[config.mk]
export PLATFORM = sky130hd
export DESIGN_NAME = light_sequencer
export DESIGN_NICKNAME = d
export VERILOG_FILES = /design/src/rtl/smart_light_pkg.sv /design/src/rtl/sync2.sv /design/src/rtl/light_sequencer.sv
export SDC_FILE = /design/constraint.sdc
export NUM_CORES = 1
export LEC_CHECK = 0
export ABC_AREA = 1
export ABC_CLOCK_PERIOD_IN_PS = 4100
export CAP_MARGIN = 10
export CORE_MARGIN = 5
export CORE_UTILIZATION = 55
export CTS_CLUSTER_SIZE = 14
export DETAILED_ROUTE_END_ITERATION = 6
export HOLD_SLACK_MARGIN = 0.08
export PLACE_DENSITY = 0.83
export SYNTH_ARGS = -nofsm -noshare
export SYNTH_HDL_FRONTEND = slang
export SYNTH_SLANG_ARGS = --single-unit
[constraint.sdc]
create_clock -name clk -period 4.1 [get_ports clk]
set_input_delay 0.615 -clock clk [delete_from_list [all_inputs] [get_ports clk]]
set_output_delay 0.615 -clock clk [all_outputs]
set_load 0.01 [all_outputs]
[src/rtl/smart_light_pkg.sv]
// -----------------------------------------------------------------------------
// smart_light_pkg
// Shared definitions for the smart-house lighting path.
//   - light_state_t : 3-bit encoding of the light sequencer FSM state
//   - DEFAULT_*     : default hold / warn durations and timer width, also used
//                     by the house-level top when it instantiates the sequencer
// -----------------------------------------------------------------------------
package smart_light_pkg;

    typedef enum logic [2:0] {
        ST_IDLE     = 3'd0,
        ST_LIT      = 3'd1,
        ST_HOLD     = 3'd2,
        ST_WARN     = 3'd3,
        ST_OVERRIDE = 3'd4
    } light_state_t;

    localparam int DEFAULT_HOLD_SECS = 30;
    localparam int DEFAULT_WARN_SECS = 5;
    localparam int DEFAULT_TIMER_W   = 8;

endpackage : smart_light_pkg

[src/rtl/sync2.sv]
// -----------------------------------------------------------------------------
// sync2
// Two-flop synchronizer for a single asynchronous level input.
// Ports:
//   i_clk : destination clock
//   i_rst : asynchronous, active-high reset (both flops clear to 0)
//   i_d   : asynchronous input level
//   o_q   : synchronized level, two clk edges behind i_d
// -----------------------------------------------------------------------------
module sync2 (
    input  logic i_clk,
    input  logic i_rst,
    input  logic i_d,
    output logic o_q
);

    logic r_meta;
    logic r_sync;

    always_ff @(posedge i_clk or posedge i_rst) begin
        if (i_rst) begin
            r_meta <= 1'b0;
            r_sync <= 1'b0;
        end else begin
            r_meta <= i_d;
            r_sync <= r_meta;
        end
    end

    assign o_q = r_sync;

endmodule : sync2

[src/rtl/light_sequencer.sv]
// -----------------------------------------------------------------------------
// light_sequencer
// Occupancy-driven room light controller. Sequences the lamp through
// IDLE -> LIT -> HOLD -> (WARN) -> IDLE on synchronized movement & dark,
// with manual on/off override (off has priority over on, on over auto).
//
// Parameters:
//   HOLD_SECS : ticks the light stays on after occupancy ends (1..2^TIMER_W-1)
//   WARN_SECS : ticks of warning blink before off            (1..2^TIMER_W-1)
//   TIMER_W   : countdown timer width
// Ports:
//   clk        : system clock
//   rst        : asynchronous, active-high reset
//   movement   : raw movement sensor (asynchronous)
//   dark       : raw dark sensor (asynchronous)
//   manual_on  : single-cycle manual on request
//   manual_off : single-cycle manual off request
//   tick       : single-cycle 1 Hz enable
//   light      : registered lamp drive
//   state      : current FSM state (light_state_t encoding)
//   timer      : remaining ticks in HOLD/WARN, 0 otherwise
// Build option:
//   WARN_BLINK_EN : when defined, HOLD expiry enters WARN (blinking light for
//                   WARN_SECS ticks); when undefined, HOLD expiry goes straight
//                   to IDLE and WARN is never entered.
// -----------------------------------------------------------------------------
module light_sequencer
    import smart_light_pkg::*;
#(
    parameter int HOLD_SECS = DEFAULT_HOLD_SECS,
    parameter int WARN_SECS = DEFAULT_WARN_SECS,
    parameter int TIMER_W   = DEFAULT_TIMER_W
) (
    input  logic               clk,
    input  logic               rst,
    input  logic               movement,
    input  logic               dark,
    input  logic               manual_on,
    input  logic               manual_off,
    input  logic               tick,
    output logic               light,
    output logic [2:0]         state,
    output logic [TIMER_W-1:0] timer
);

    // Reject out-of-range durations at elaboration; a zero load would never
    // see the timer==1 expiry condition.
    if (HOLD_SECS < 1 || HOLD_SECS > (2 ** TIMER_W) - 1 ||
        WARN_SECS < 1 || WARN_SECS > (2 ** TIMER_W) - 1) begin : g_param_check
        $error("light_sequencer: HOLD_SECS/WARN_SECS outside 1..2^TIMER_W-1");
    end

    localparam logic [TIMER_W-1:0] HOLD_LOAD = TIMER_W'(HOLD_SECS);
    localparam logic [TIMER_W-1:0] TIMER_ONE = TIMER_W'(1);
`ifdef WARN_BLINK_EN
    localparam logic [TIMER_W-1:0] WARN_LOAD = TIMER_W'(WARN_SECS);
`endif

    // ---------------------------------------------------------------------
    // Sensor synchronization: bit 0 = movement, bit 1 = dark
    // ---------------------------------------------------------------------
    logic [1:0] w_raw;
    logic [1:0] w_sync;
    logic       w_auto_req;

    assign w_raw = {dark, movement};

    genvar gi;
    for (gi = 0; gi < 2; gi++) begin : g_sync
        sync2 u_sync (
            .i_clk (clk),
            .i_rst (rst),
            .i_d   (w_raw[gi]),
            .o_q   (w_sync[gi])
        );
    end

    assign w_auto_req = w_sync[0] & w_sync[1];

    // ---------------------------------------------------------------------
    // FSM with registered light and countdown timer
    // ---------------------------------------------------------------------
    light_state_t       r_state;
    logic               r_light;
    logic [TIMER_W-1:0] r_timer;

    always_ff @(posedge clk or posedge rst) begin
        if (rst) begin
            r_state <= ST_IDLE;
            r_light <= 1'b0;
            r_timer <= '0;
        end else if (manual_off) begin
            r_state <= ST_IDLE;
            r_light <= 1'b0;
            r_timer <= '0;
        end else if (manual_on && (r_state != ST_OVERRIDE)) begin
            r_state <= ST_OVERRIDE;
            r_light <= 1'b1;
            r_timer <= '0;
        end else begin
            case (r_state)
                ST_IDLE: begin
                    if (w_auto_req) begin
                        r_state <= ST_LIT;
                        r_light <= 1'b1;
                    end
                end
                ST_LIT: begin
                    // A tick in the entry cycle is deliberately not counted.
                    if (!w_auto_req) begin
                        r_state <= ST_HOLD;
                        r_timer <= HOLD_LOAD;
                    end
                end
                ST_HOLD: begin
                    // Occupancy returning beats a simultaneous expiry.
                    if (w_auto_req) begin
                        r_state <= ST_LIT;
                        r_light <= 1'b1;
                        r_timer <= '0;
                    end else if (tick) begin
                        if (r_timer == TIMER_ONE) begin
`ifdef WARN_BLINK_EN
                            r_state <= ST_WARN;
                            r_light <= 1'b1;
                            r_timer <= WARN_LOAD;
`else
                            r_state <= ST_IDLE;
                            r_light <= 1'b0;
                            r_timer <= '0;
`endif
                        end else if (r_timer != '0) begin
                            r_timer <= r_timer - TIMER_ONE;
                        end
                    end
                end
`ifdef WARN_BLINK_EN
                ST_WARN: begin
                    if (w_auto_req) begin
                        r_state <= ST_LIT;
                        r_light <= 1'b1;
                        r_timer <= '0;
                    end else if (tick) begin
                        if (r_timer == TIMER_ONE) begin
                            r_state <= ST_IDLE;
                            r_light <= 1'b0;
                            r_timer <= '0;
                        end else begin
                            if (r_timer != '0) begin
                                r_timer <= r_timer - TIMER_ONE;
                            end
                            r_light <= ~r_light;
                        end
                    end
                end
`endif
                ST_OVERRIDE: begin
                    // Only manual_off (handled above) leaves OVERRIDE.
                    r_light <= 1'b1;
                end
                default: begin
                    r_state <= ST_IDLE;
                    r_light <= 1'b0;
                    r_timer <= '0;
                end
            endcase
        end
    end

    assign light = r_light;
    assign state = r_state;
    assign timer = r_timer;

endmodule : light_sequencer

; Word level (Yosys, flattened, before mapping)
; Index checks and enable logic that the tools add are counted.
[classes]
eq_ne = 13
n_addsub = 1
reduce_logical = 7
order_cmp = 0
mul = 0
n_bitwise = 1
div_mod_pow = 0
n_mux = 23
n_shift = 0
[ops]
columns = operator, count
row1 = $mux W8, 7
row2 = $pmux W8 S3, 1
row3 = $mux W3, 7
row4 = $pmux W3 S4, 1
row5 = $ne A5 B5 Y1 const B, 2
row6 = $ne A3 B3 Y1 const B, 3
row7 = $eq A8 B1 Y1 const B, 1
row8 = $ne A4 B4 Y1 const B, 2
row9 = $reduce_and A4 Y1, 2
row10 = $reduce_bool A8 Y1, 1
row11 = $sub A8 B1 Y8 const B, 1
row12 = $mux W1, 6
row13 = $ne A6 B6 Y1 const B, 1
row14 = $reduce_and A5 Y1, 1
row15 = $pmux W1 S4, 1
row16 = $eq A3 B1 Y1 const B, 1
row17 = $eq A3 B2 Y1 const B, 1
row18 = $eq A3 B3 Y1 const B, 1
row19 = $logic_not A3 Y1, 1
row20 = $ne A3 B1 Y1 const B, 1
row21 = $reduce_or A2 Y1, 1
row22 = $and A1 B1 Y1, 1
row23 = $logic_and A1 B1 Y1, 1
[word_totals]
ram_bits = 0
latch_bits = 0
mem_bits_ro = 0
elab_cells = 52
mem_count = 0
reg_bits = 16

; Logic depth before layout (Yosys ltp)
; Gate-level depths: netlist of run 1.
[logic_depth]
depth_word = 8
depth_mapped = 11

; Hierarchy
; Synthesis of run 1 repeated with hierarchy kept, for this count alone.
[hier_totals]
cells_unflattened = 143
area_unflattened_um2 = 1062.3
[modules_own_cells]
columns = mod, cells_per_inst, seq_area_each_um2, instances, area_each_um2
row1 = light_sequencer, 137, 300.3, 1, 954.7
row2 = sync2, 3, 50.0, 2, 53.8

; Least setup slack after synthesis of run 1
; Ideal clock, no wire load.
[synth_path]
kind = input-to-reg
startpoint = input manual_off
endpoint = register r_state[1] (netlist: state[1])
slack_ps = 2672
stages = 9
setup_ps = 119
arrival_time_ps = 1309
cell_sequence = inv_2 > nand3_2 > inv_2 > nand2_4 > nor2_2 > nor2_4 > buf_6 > nand4_1 > nand2_1
[synth_via]
elab_chain_cells = 2
[synth_rtl]
columns = item, line_no
row1 = start: declaration, light_sequencer.sv:39  ; input logic manual_off,
row2 = "$ne A5 B5 Y1 (no line), or another cell as far along", --
row3 = $reduce_and A5 Y1 (no line), --
row4 = end signal: assignment, light_sequencer.sv:89  ; r_state <= ST_IDLE;
row5 = end signal: assignment, light_sequencer.sv:93  ; r_state <= ST_IDLE;
row6 = end signal: assignment, light_sequencer.sv:97  ; r_state <= ST_OVERRIDE;
row7 = end: declaration, light_sequencer.sv:83  ; light_state_t r_state;
; Several ways; a longest one is shown, not always the timed one.
; A chain may end at the register's enable or synchronous reset.

; Final worst setup path of run 1
[layout_path]
startpoint = register r_state[2] (netlist: state[2])
endpoint = output state[2]
[layout_lines]
columns = item, line_no
row1 = end: declaration, light_sequencer.sv:42  ; output logic [2:0] state,
; No word-level cell between the ends.

==> results of run 1 <==
[cells in the final DEF, fill, tap and decap left out]
cell type | netlist | layout
a21oi_1 | 5 | 5
a21oi_4 | 1 | 1
a31oi_1 | 1 | 1
and2_1 | 1 | 1
clkbuf_4 | 0 | 3
clkdlybuf4s50_1 | 0 | 18
dfrtp_1 | 16 | 16
ha_1 | 2 | 2
inv_1 | 16 | 16
inv_2 | 4 | 4
nand2_1 | 44 | 44
nand2_2 | 1 | 1
nand2_4 | 4 | 4
nand3_1 | 18 | 18
nand3_2 | 2 | 2
nand4_1 | 3 | 3
nor2_1 | 14 | 14
nor2_2 | 5 | 5
nor2_4 | 2 | 2
nor3_1 | 1 | 1
o21ai_0 | 2 | 2
xor2_1 | 3 | 3
[metal layers]
layer	vias up	part of all wire, %
met1	447	44
met4	0	0.59
met5	-	0
met3	2	8.9
met2	49	47
li1	499	-
[Yosys cell counts, drive strengths merged]
library cell,count,area share (%)
and2,1,0.59
nand3,20,10
nand4,3,1.8
nand2,49,20
inv,20,7.1
buf,1,1.1
xor2,3,2.5
a21oi,6,3.9
ha,2,2.4
nor2,21,10
o21ai,2,0.95
nor3,1,0.47
a31oi,1,0.59
dfrtp,16,38
[worst paths after layout]
path,endpoint,cells past startpoint,slack [ns]
worst max-delay path,state[2],1,2.14
worst min-delay path,g_sync[1].u_sync.o_q,0,0.36
worst max register to register,timer[6],10,2.48
worst min register to register,g_sync[1].u_sync.o_q,0,0.36
max in group asynchronous,state[2],2,3.00
min in group asynchronous,timer[3],2,0.70
[registers in the layout, summed over array words and instances, names as in the netlist]
signal	count
state	3
light	1
g_sync.u_sync.r_meta	2
g_sync.u_sync.o_q	2
timer	8
[final cells by class]
cell class	instances	area, sq um
Fill cell	147	502
Sequential cell	16	400
Inverter	20	75.1
Tap cell	25	31.3
Clock buffer	3	22.5
Multi-Input combinational cell	109	572
Timing Repair Buffer	18	180
[power by group through the flow]
| stage | Sequential [mW] | Combinational, mW | Clock, mW |
|---|---|---|---|
| final | 0.172 | 0.0768 | 0.0793 |
| after detailed placement | 0.175 | 0.0761 | 0 |
| after global routing | 0.173 | 0.0855 | 0.0913 |
| after global placement | 0.175 | 0.0740 | 0 |
| after floorplan | 0.177 | 0.0468 | 0 |
| after CTS | 0.172 | 0.0764 | 0.0832 |
[cells by family after synthesis]
kind of cell / Yosys count / share of synthesized area [%]
and+or+nand+nor: 95 / 43.7
buffers and inverters: 21 / 8.16
adders and majority gates: 2 / 2.36
DFF: 16 / 37.8
xor gates and xnor gates: 3 / 2.48
AOI/OAI and AO/OA: 9 / 5.44
==> flow_summary.toml, run 1 <==
[global_routing]
met2_usage_pct = 31.3
grt_use_met1_pct = 26.8
grt_use_total_pct = 20.0
gr-total-overflow = 0
busiest_layer = "met2"
grt_use_met3_pct = 4.99
grt_max_degree = 17
antenna_found_initial = 0
grt_pass1_vias = 963
grt_pass1_wl_um = 4200

[timing]
hold_viol = 0
slew_headroom_pct = 59.5
fin_setup_tns_ns = 0
final-setup-viol-count = 0
rsz0062_at_grt = "no"
setup_ws_ns = 2.14
fin_crit_sh_pct = 47.8
holdWs_ns = 0.361
fin_crit_ns = 1.96
worst_pin_slew_ns = 0.607
max_freq_mhz = 510
skew_ns = 0.00682
drv_slew = 0

[critical_path]
cpLargestDelayFamily = "buffers and inverters"
max_stage_delay_ns = 0.59
critPathMaxFanout = 5
r2r_start = "timer[0]"
critical_path_arrival_ns = 1.35
startpoint_type = "register"
crit_type = "reg -> out"
cp_slowest_cell = "clkdlybuf4s50_1"
setup.worst_path.start = "state[2]"
crit_required_ns = 3.48
crit_path_cell_trace = "clkdlybuf4s50_1"
endpoint_kind = "primary output"
path_buf_inv = 1

[synth]
synth_nets = 155
netlist_area_sq_um = 1060
synth_seq_area_share_pct = 37.8
synth_seq_cells = 16
yosys_warnings = 0
syn-mean-instance-area_sq_um = 7.25
yosysUniqueCellTypes = 21
synthCells = 146

[floorplanning]
num_rows = 15
die_h_um = 53.9
die_x_um = 53.9
initial_utilization_pct = 59.4
core_area_sq_um = 1780
ios = 19
dieArea_sq_um = 2900

[power]
clkPwrFrac_pct = 24.2
internal-power_mw = 0.230
powerDensity_nw_per_um2 = 256
switching_share_pct = 29.9
power_frac_comb_pct = 23.4
seqPwrFrac_pct = 52.4
ir_drop_uv = 197
switchingPower_mw = 0.0980
power.leakage_nw = 0.690
total_power_mw = 0.328

[layout]
final-instance-count-excl-fill = 191
final_cell_area_sq_um = 1280
area_growth_pct = 21.0
diodes = 0
drive_above_1_share_pct = 13.3
final_core_util_pct = 71.9
nets = 177

[clock_network]
clockRootBuffer = "clkbuf_4"
cts_hold_buf = 0
postCtsSetupRepairBufs = 0
clk_latency_ns = 0.28
htree_levels = 1
cts_resized = 0
cts_tree = "yes"
cts_made_buffers = 3
path_clk_slew_ns = 0.08
cts_num_sinks = 16
cts_buffer_depth = 2

[placement]
port_buffers = 18
dp_worst_setup_slack_ns = 1.94
dp_hpwl_um = 1850
postPlaceCellArea_sq_um = 1260
dp_cells = 188
routabilityCongestion = 0.921

[drt]
ant_nets = 0
dr_total_vias = 997
drc = 0
wire_per_inst_um = 12.4
via_per_inst = 5.22
drt_iter0_drc = 45
finalWirelength_um = 2370
drt_first_pass_iters = 6

[run_status]
status = "finished clean"

[hold_path]
hp-class = "reg -> reg"
worstHoldStart = "g_sync[1].u_sync.r_meta"

[run]
drv_cap = 0
Power figures use the tool's default switching activity.
==> run 2, diff against run 1 <==
ABC_CLOCK_PERIOD_IN_PS = 2000   (was 4100)
CORE_UTILIZATION = 51   (was 55)
PLACE_DENSITY = 0.78   (was 0.83)
clock period = 2 ns   (was 4.1 ns; I/O delays follow)
==> run 2 against run 1 <==
Effect of this change:
- combinational power rose by 100%
- core utilization down 5.7 points
- total power is 120% higher
- clock skew decreased by 0.0059 ns
- global-route usage fell by 3.4 points
- clock power rose to 2.6 times the previous value
- critical path type unchanged
- largest cell class unchanged
==> flow_summary.toml, run 2 (synthesis results as in run 1) <==
[placement]
port_buffers = 18
dp_hpwl_um = 1850
postPlaceCellArea_sq_um = 1260
dp_worst_setup_slack_ns = 0.171
routabilityCongestion = 0.968
dp_cells = 190

[layout]
drive_above_1_share_pct = 13.8
final_common_cell = "nand2_1"
largest_reg_flops = 8
final_cell_area_sq_um = 1300
nets = 177
area_growth_pct = 22.6
final-instance-count-excl-fill = 194
final_core_util_pct = 66.1
most-common-layout-cells = "44 x nand2_1, 18 x nand3_1, 18 x clkdlybuf4s50_1, 16 x inv_1, 16 x dfrtp_1"
diodes = 0

[critical_path]
startpoint_type = "register"
crit_required_ns = 1.70
r2r-end = "timer[2]"
setup.worst_path.start = "state[2]"
crit_type = "reg -> out"
path_buf_inv = 1
cp_slowest_cell = "clkdlybuf4s50_1"
cpLargestDelayFamily = "buffers and inverters"
crit_path_cell_trace = "clkdlybuf4s50_1"
rr_worst_depth = 10
critical_path_arrival_ns = 1.34
critPathMaxFanout = 5
max_stage_delay_ns = 0.58
r2r_slack_ns = 0.41
crit_cells = 1
cp-endpoint = "state[2]"
endpoint_kind = "primary output"
r2r_start = "timer[0]"

[clock_network]
cts_num_sinks = 16
htree_levels = 1
cts_resized = 0
cts_buffer_depth = 2
cts_made_buffers = 3
cts_tree = "yes"
clockRootBuffer = "clkbuf_4"
cts_hold_buf = 0
postCtsSetupRepairBufs = 0
path_clk_slew_ns = 0.09
clk_latency_ns = 0.28

[floorplanning]
initial_utilization_pct = 54.0
dieArea_sq_um = 3090
ios = 19
die_x_um = 55.6
die_h_um = 55.6
num_rows = 16
core_area_sq_um = 1960

[drt]
dr_total_vias = 964
wire_per_inst_um = 11.7
via_per_inst = 4.97
ant_nets = 0
finalWirelength_um = 2270
drt_first_pass_iters = 4
drt_iter0_drc = 33
drc = 0

[hold_path]
hp-class = "reg -> reg"

[global_routing]
grt_max_degree = 17
grt_use_total_pct = 16.6
gr-total-overflow = 0
grt_pass1_wl_um = 4150
grt_pass1_vias = 905
antenna_found_initial = 0

[timing]
max_freq_mhz = 611
skew_ns = 0.000934
final-setup-viol-count = 0
worst_pin_slew_ns = 0.602
fin_setup_tns_ns = 0
setup_ws_ns = 0.364
fin_crit_sh_pct = 81.8
slew_headroom_pct = 59.8
drv_slew = 0
fin_crit_ns = 1.64
hold_viol = 0
rsz0062_at_grt = "no"

[power]
power.leakage_nw = 0.697
powerDensity_nw_per_um2 = 552
ir_drop_uv = 413

[run_status]
status = "finished clean"

[run]
drv_cap = 0
[run 2: cell types whose count changed in the layout (fill, tap and decap cells not counted), sizes merged]
cell,previous run,this run
clkbuf,3,4
[run 2: area by class of cell]
class / instances / area [sq um]
fillers: 191 / 664
multi-input cells: 109 / 572
well taps: 27 / 33.8
clock buffers: 4 / 36.3
flip-flops and latches: 16 / 400
inverters: 20 / 75.1
repair buffers: 18 / 180
[run 2: stage by stage]
| stage | total power [mW] | hold WS (ns) |
|---|---|---|
| after floorplan | 0.458 | 0.214 |
| final | 0.716 | 0.363 |
| after global routing | 0.768 | 0.369 |
| after detailed placement | 0.514 | 0.341 |
| after global placement | 0.511 | 0.337 |
| after CTS | 0.729 | 0.364 |
[run 2: worst min path at each step]
| stage | from | end | slack, ns | cells past startpoint |
|---|---|---|---|---|
| floorplan | rst | g_sync[0].u_sync.o_q | 0.21 | 1 |
| global placement | g_sync[1].u_sync.r_meta | g_sync[1].u_sync.o_q | 0.34 | 0 |
| detailed placement | g_sync[0].u_sync.r_meta | g_sync[0].u_sync.o_q | 0.34 | 0 |
| CTS | g_sync[0].u_sync.r_meta | g_sync[0].u_sync.o_q | 0.36 | 0 |
| global route | g_sync[0].u_sync.r_meta | g_sync[0].u_sync.o_q | 0.37 | 0 |
| finish | g_sync[1].u_sync.r_meta | g_sync[1].u_sync.o_q | 0.36 | 0 |
[run 2: power breakdown]
| part | leakage (nW) | switching, mW | internal [mW] |
|---|---|---|---|
| logic | 0.466 | 0.0901 | 0.0648 |
| clock network | 0.0210 | 0.0982 | 0.111 |
| registers | 0.210 | 0.0151 | 0.337 |
[run 2: layer usage]
metal / share of wire (%) / GRT usage [%]
met1: 45 / 20.3
met2: 48 / 27.4
met3: 5.0 / 3.96
met4: 2.2 / 7.29
met5: 0 / 0
==> RTL change (settings of run 2) <==
Add a define of `WARN_BLINK_EN`.
--- a/src/rtl/light_sequencer.sv
+++ b/src/rtl/light_sequencer.sv
@@ -25,4 +25,6 @@
 //                   to IDLE and WARN is never entered.
 // -----------------------------------------------------------------------------
+`define WARN_BLINK_EN
+
 module light_sequencer
     import smart_light_pkg::*;
Behaviour: same outputs for any inputs over 10 cycles, from zero or initial values and one cycle with rst high; that may be too few to reach the edited logic, so the function may still have changed.
==> RTL change against run 2 <==
Sequential cell count is the same; final area up 3.8%; worst setup slack got worse by 66 ps; clock skew is 2.5 ps higher; routed wire length rose by 6.2%; area after synthesis rose by 3.5%; hold slack lost 6.9 ps; critical endpoint unchanged; largest cell class unchanged.
Power is not compared: it rests on default switching activity, and its combinational part moved more than twofold at a synthesized area within 25%.
==> RTL change: results (changes against run 2) <==
metric,value,unit,change
r2r_end,timer[3],,
globalRouteMet2Util,26.71,%,-0.65 points
drtIter0Drc,38,,+15%
grt_pass1_wl,4.388,mm,+5.8%
holdWs,355.6,ps,-6.918 ps
pre_cts_slack,299.3,ps,+128.2 ps
status,"complete, no violations",,
tightestPinTransition,614.8,ps,+12.94 ps
fmax,0.5878,GHz,-3.9%
area_share_nonclk_buffers,13.38,%,-0.50 points
multiInputGateArea,620.6,um2,+8.5%
r2r_cells,9,,-1
grt_usage,17.34,%,+0.77 points
placed_area,1310,um2,+3.9%
dp_hpwl,1.853,mm,+0.42%
syn_avg_cell_area,7.456,um2,+2.8%
crit_path_max_incr_delay,600,ps,+20 ps
layout-drive-gt1-share,14.20,%,+0.43 points
synth_area_leaders,"dfrtp_1 37%, nand2_1 15%, nand3_1 5.9%",,
cp.arrival,1400,ps,+60 ps
min_to,g_sync[0].u_sync.o_q,,
r2r_setup_slack,340,ps,-70 ps
wirelength,2.409,mm,+6.2%
use_met1,22.18,%,+1.9 points
drt-met1-wl,1.136,mm,+12%
synth_nets,157,,+1.3%
gp_congestion,0.8510,,-12%
dr_wl_met3,146,um,+29%
inverters,18,,-10%
seq_share,29.74,%,-1.1 points
grt_use_met3,4.128,%,+0.17 points
crit_fanout,7,,+2
finalNetCount,180,,+1.7%
fillers,152,,-20%
synth_cell_types,22,,+4.8%
finClkSkew,3.393,ps,+2.459 ps
wl_met2,1.074,mm,-1.7%
finish.utilization,67.25,%,+1.1 points
vias,1044,,+8.3%
RTL change: cell count changes in the layout (fill, tap and decap cells not counted), sizes merged, moves of 2 or more:
cell / before / now
nand2: 49 / 51
inv: 20 / 18
nor2: 21 / 18
xnor2: 0 / 2
o21ai: 2 / 8
nor3: 1 / 3
a21oi: 6 / 2
nand3: 20 / 16
RTL change: cell families after synthesis:
logic type | count (synthesis) | share of synthesized area (%)
compound gates | 12 | 7.306
xor+xnor | 6 | 4.794
fa+ha+maj | 3 | 3.425
buf+inv | 18 | 6.849
flops | 16 | 36.53
simple gates | 92 | 41.09
RTL change: report_power, final:
group	leakage (uW)	switching [uW]	internal [uW]
combinational	0.000452	249	174
sequential	0.000210	51.4	356
clock	0.0000210	109	111
total	0.000683	409	640
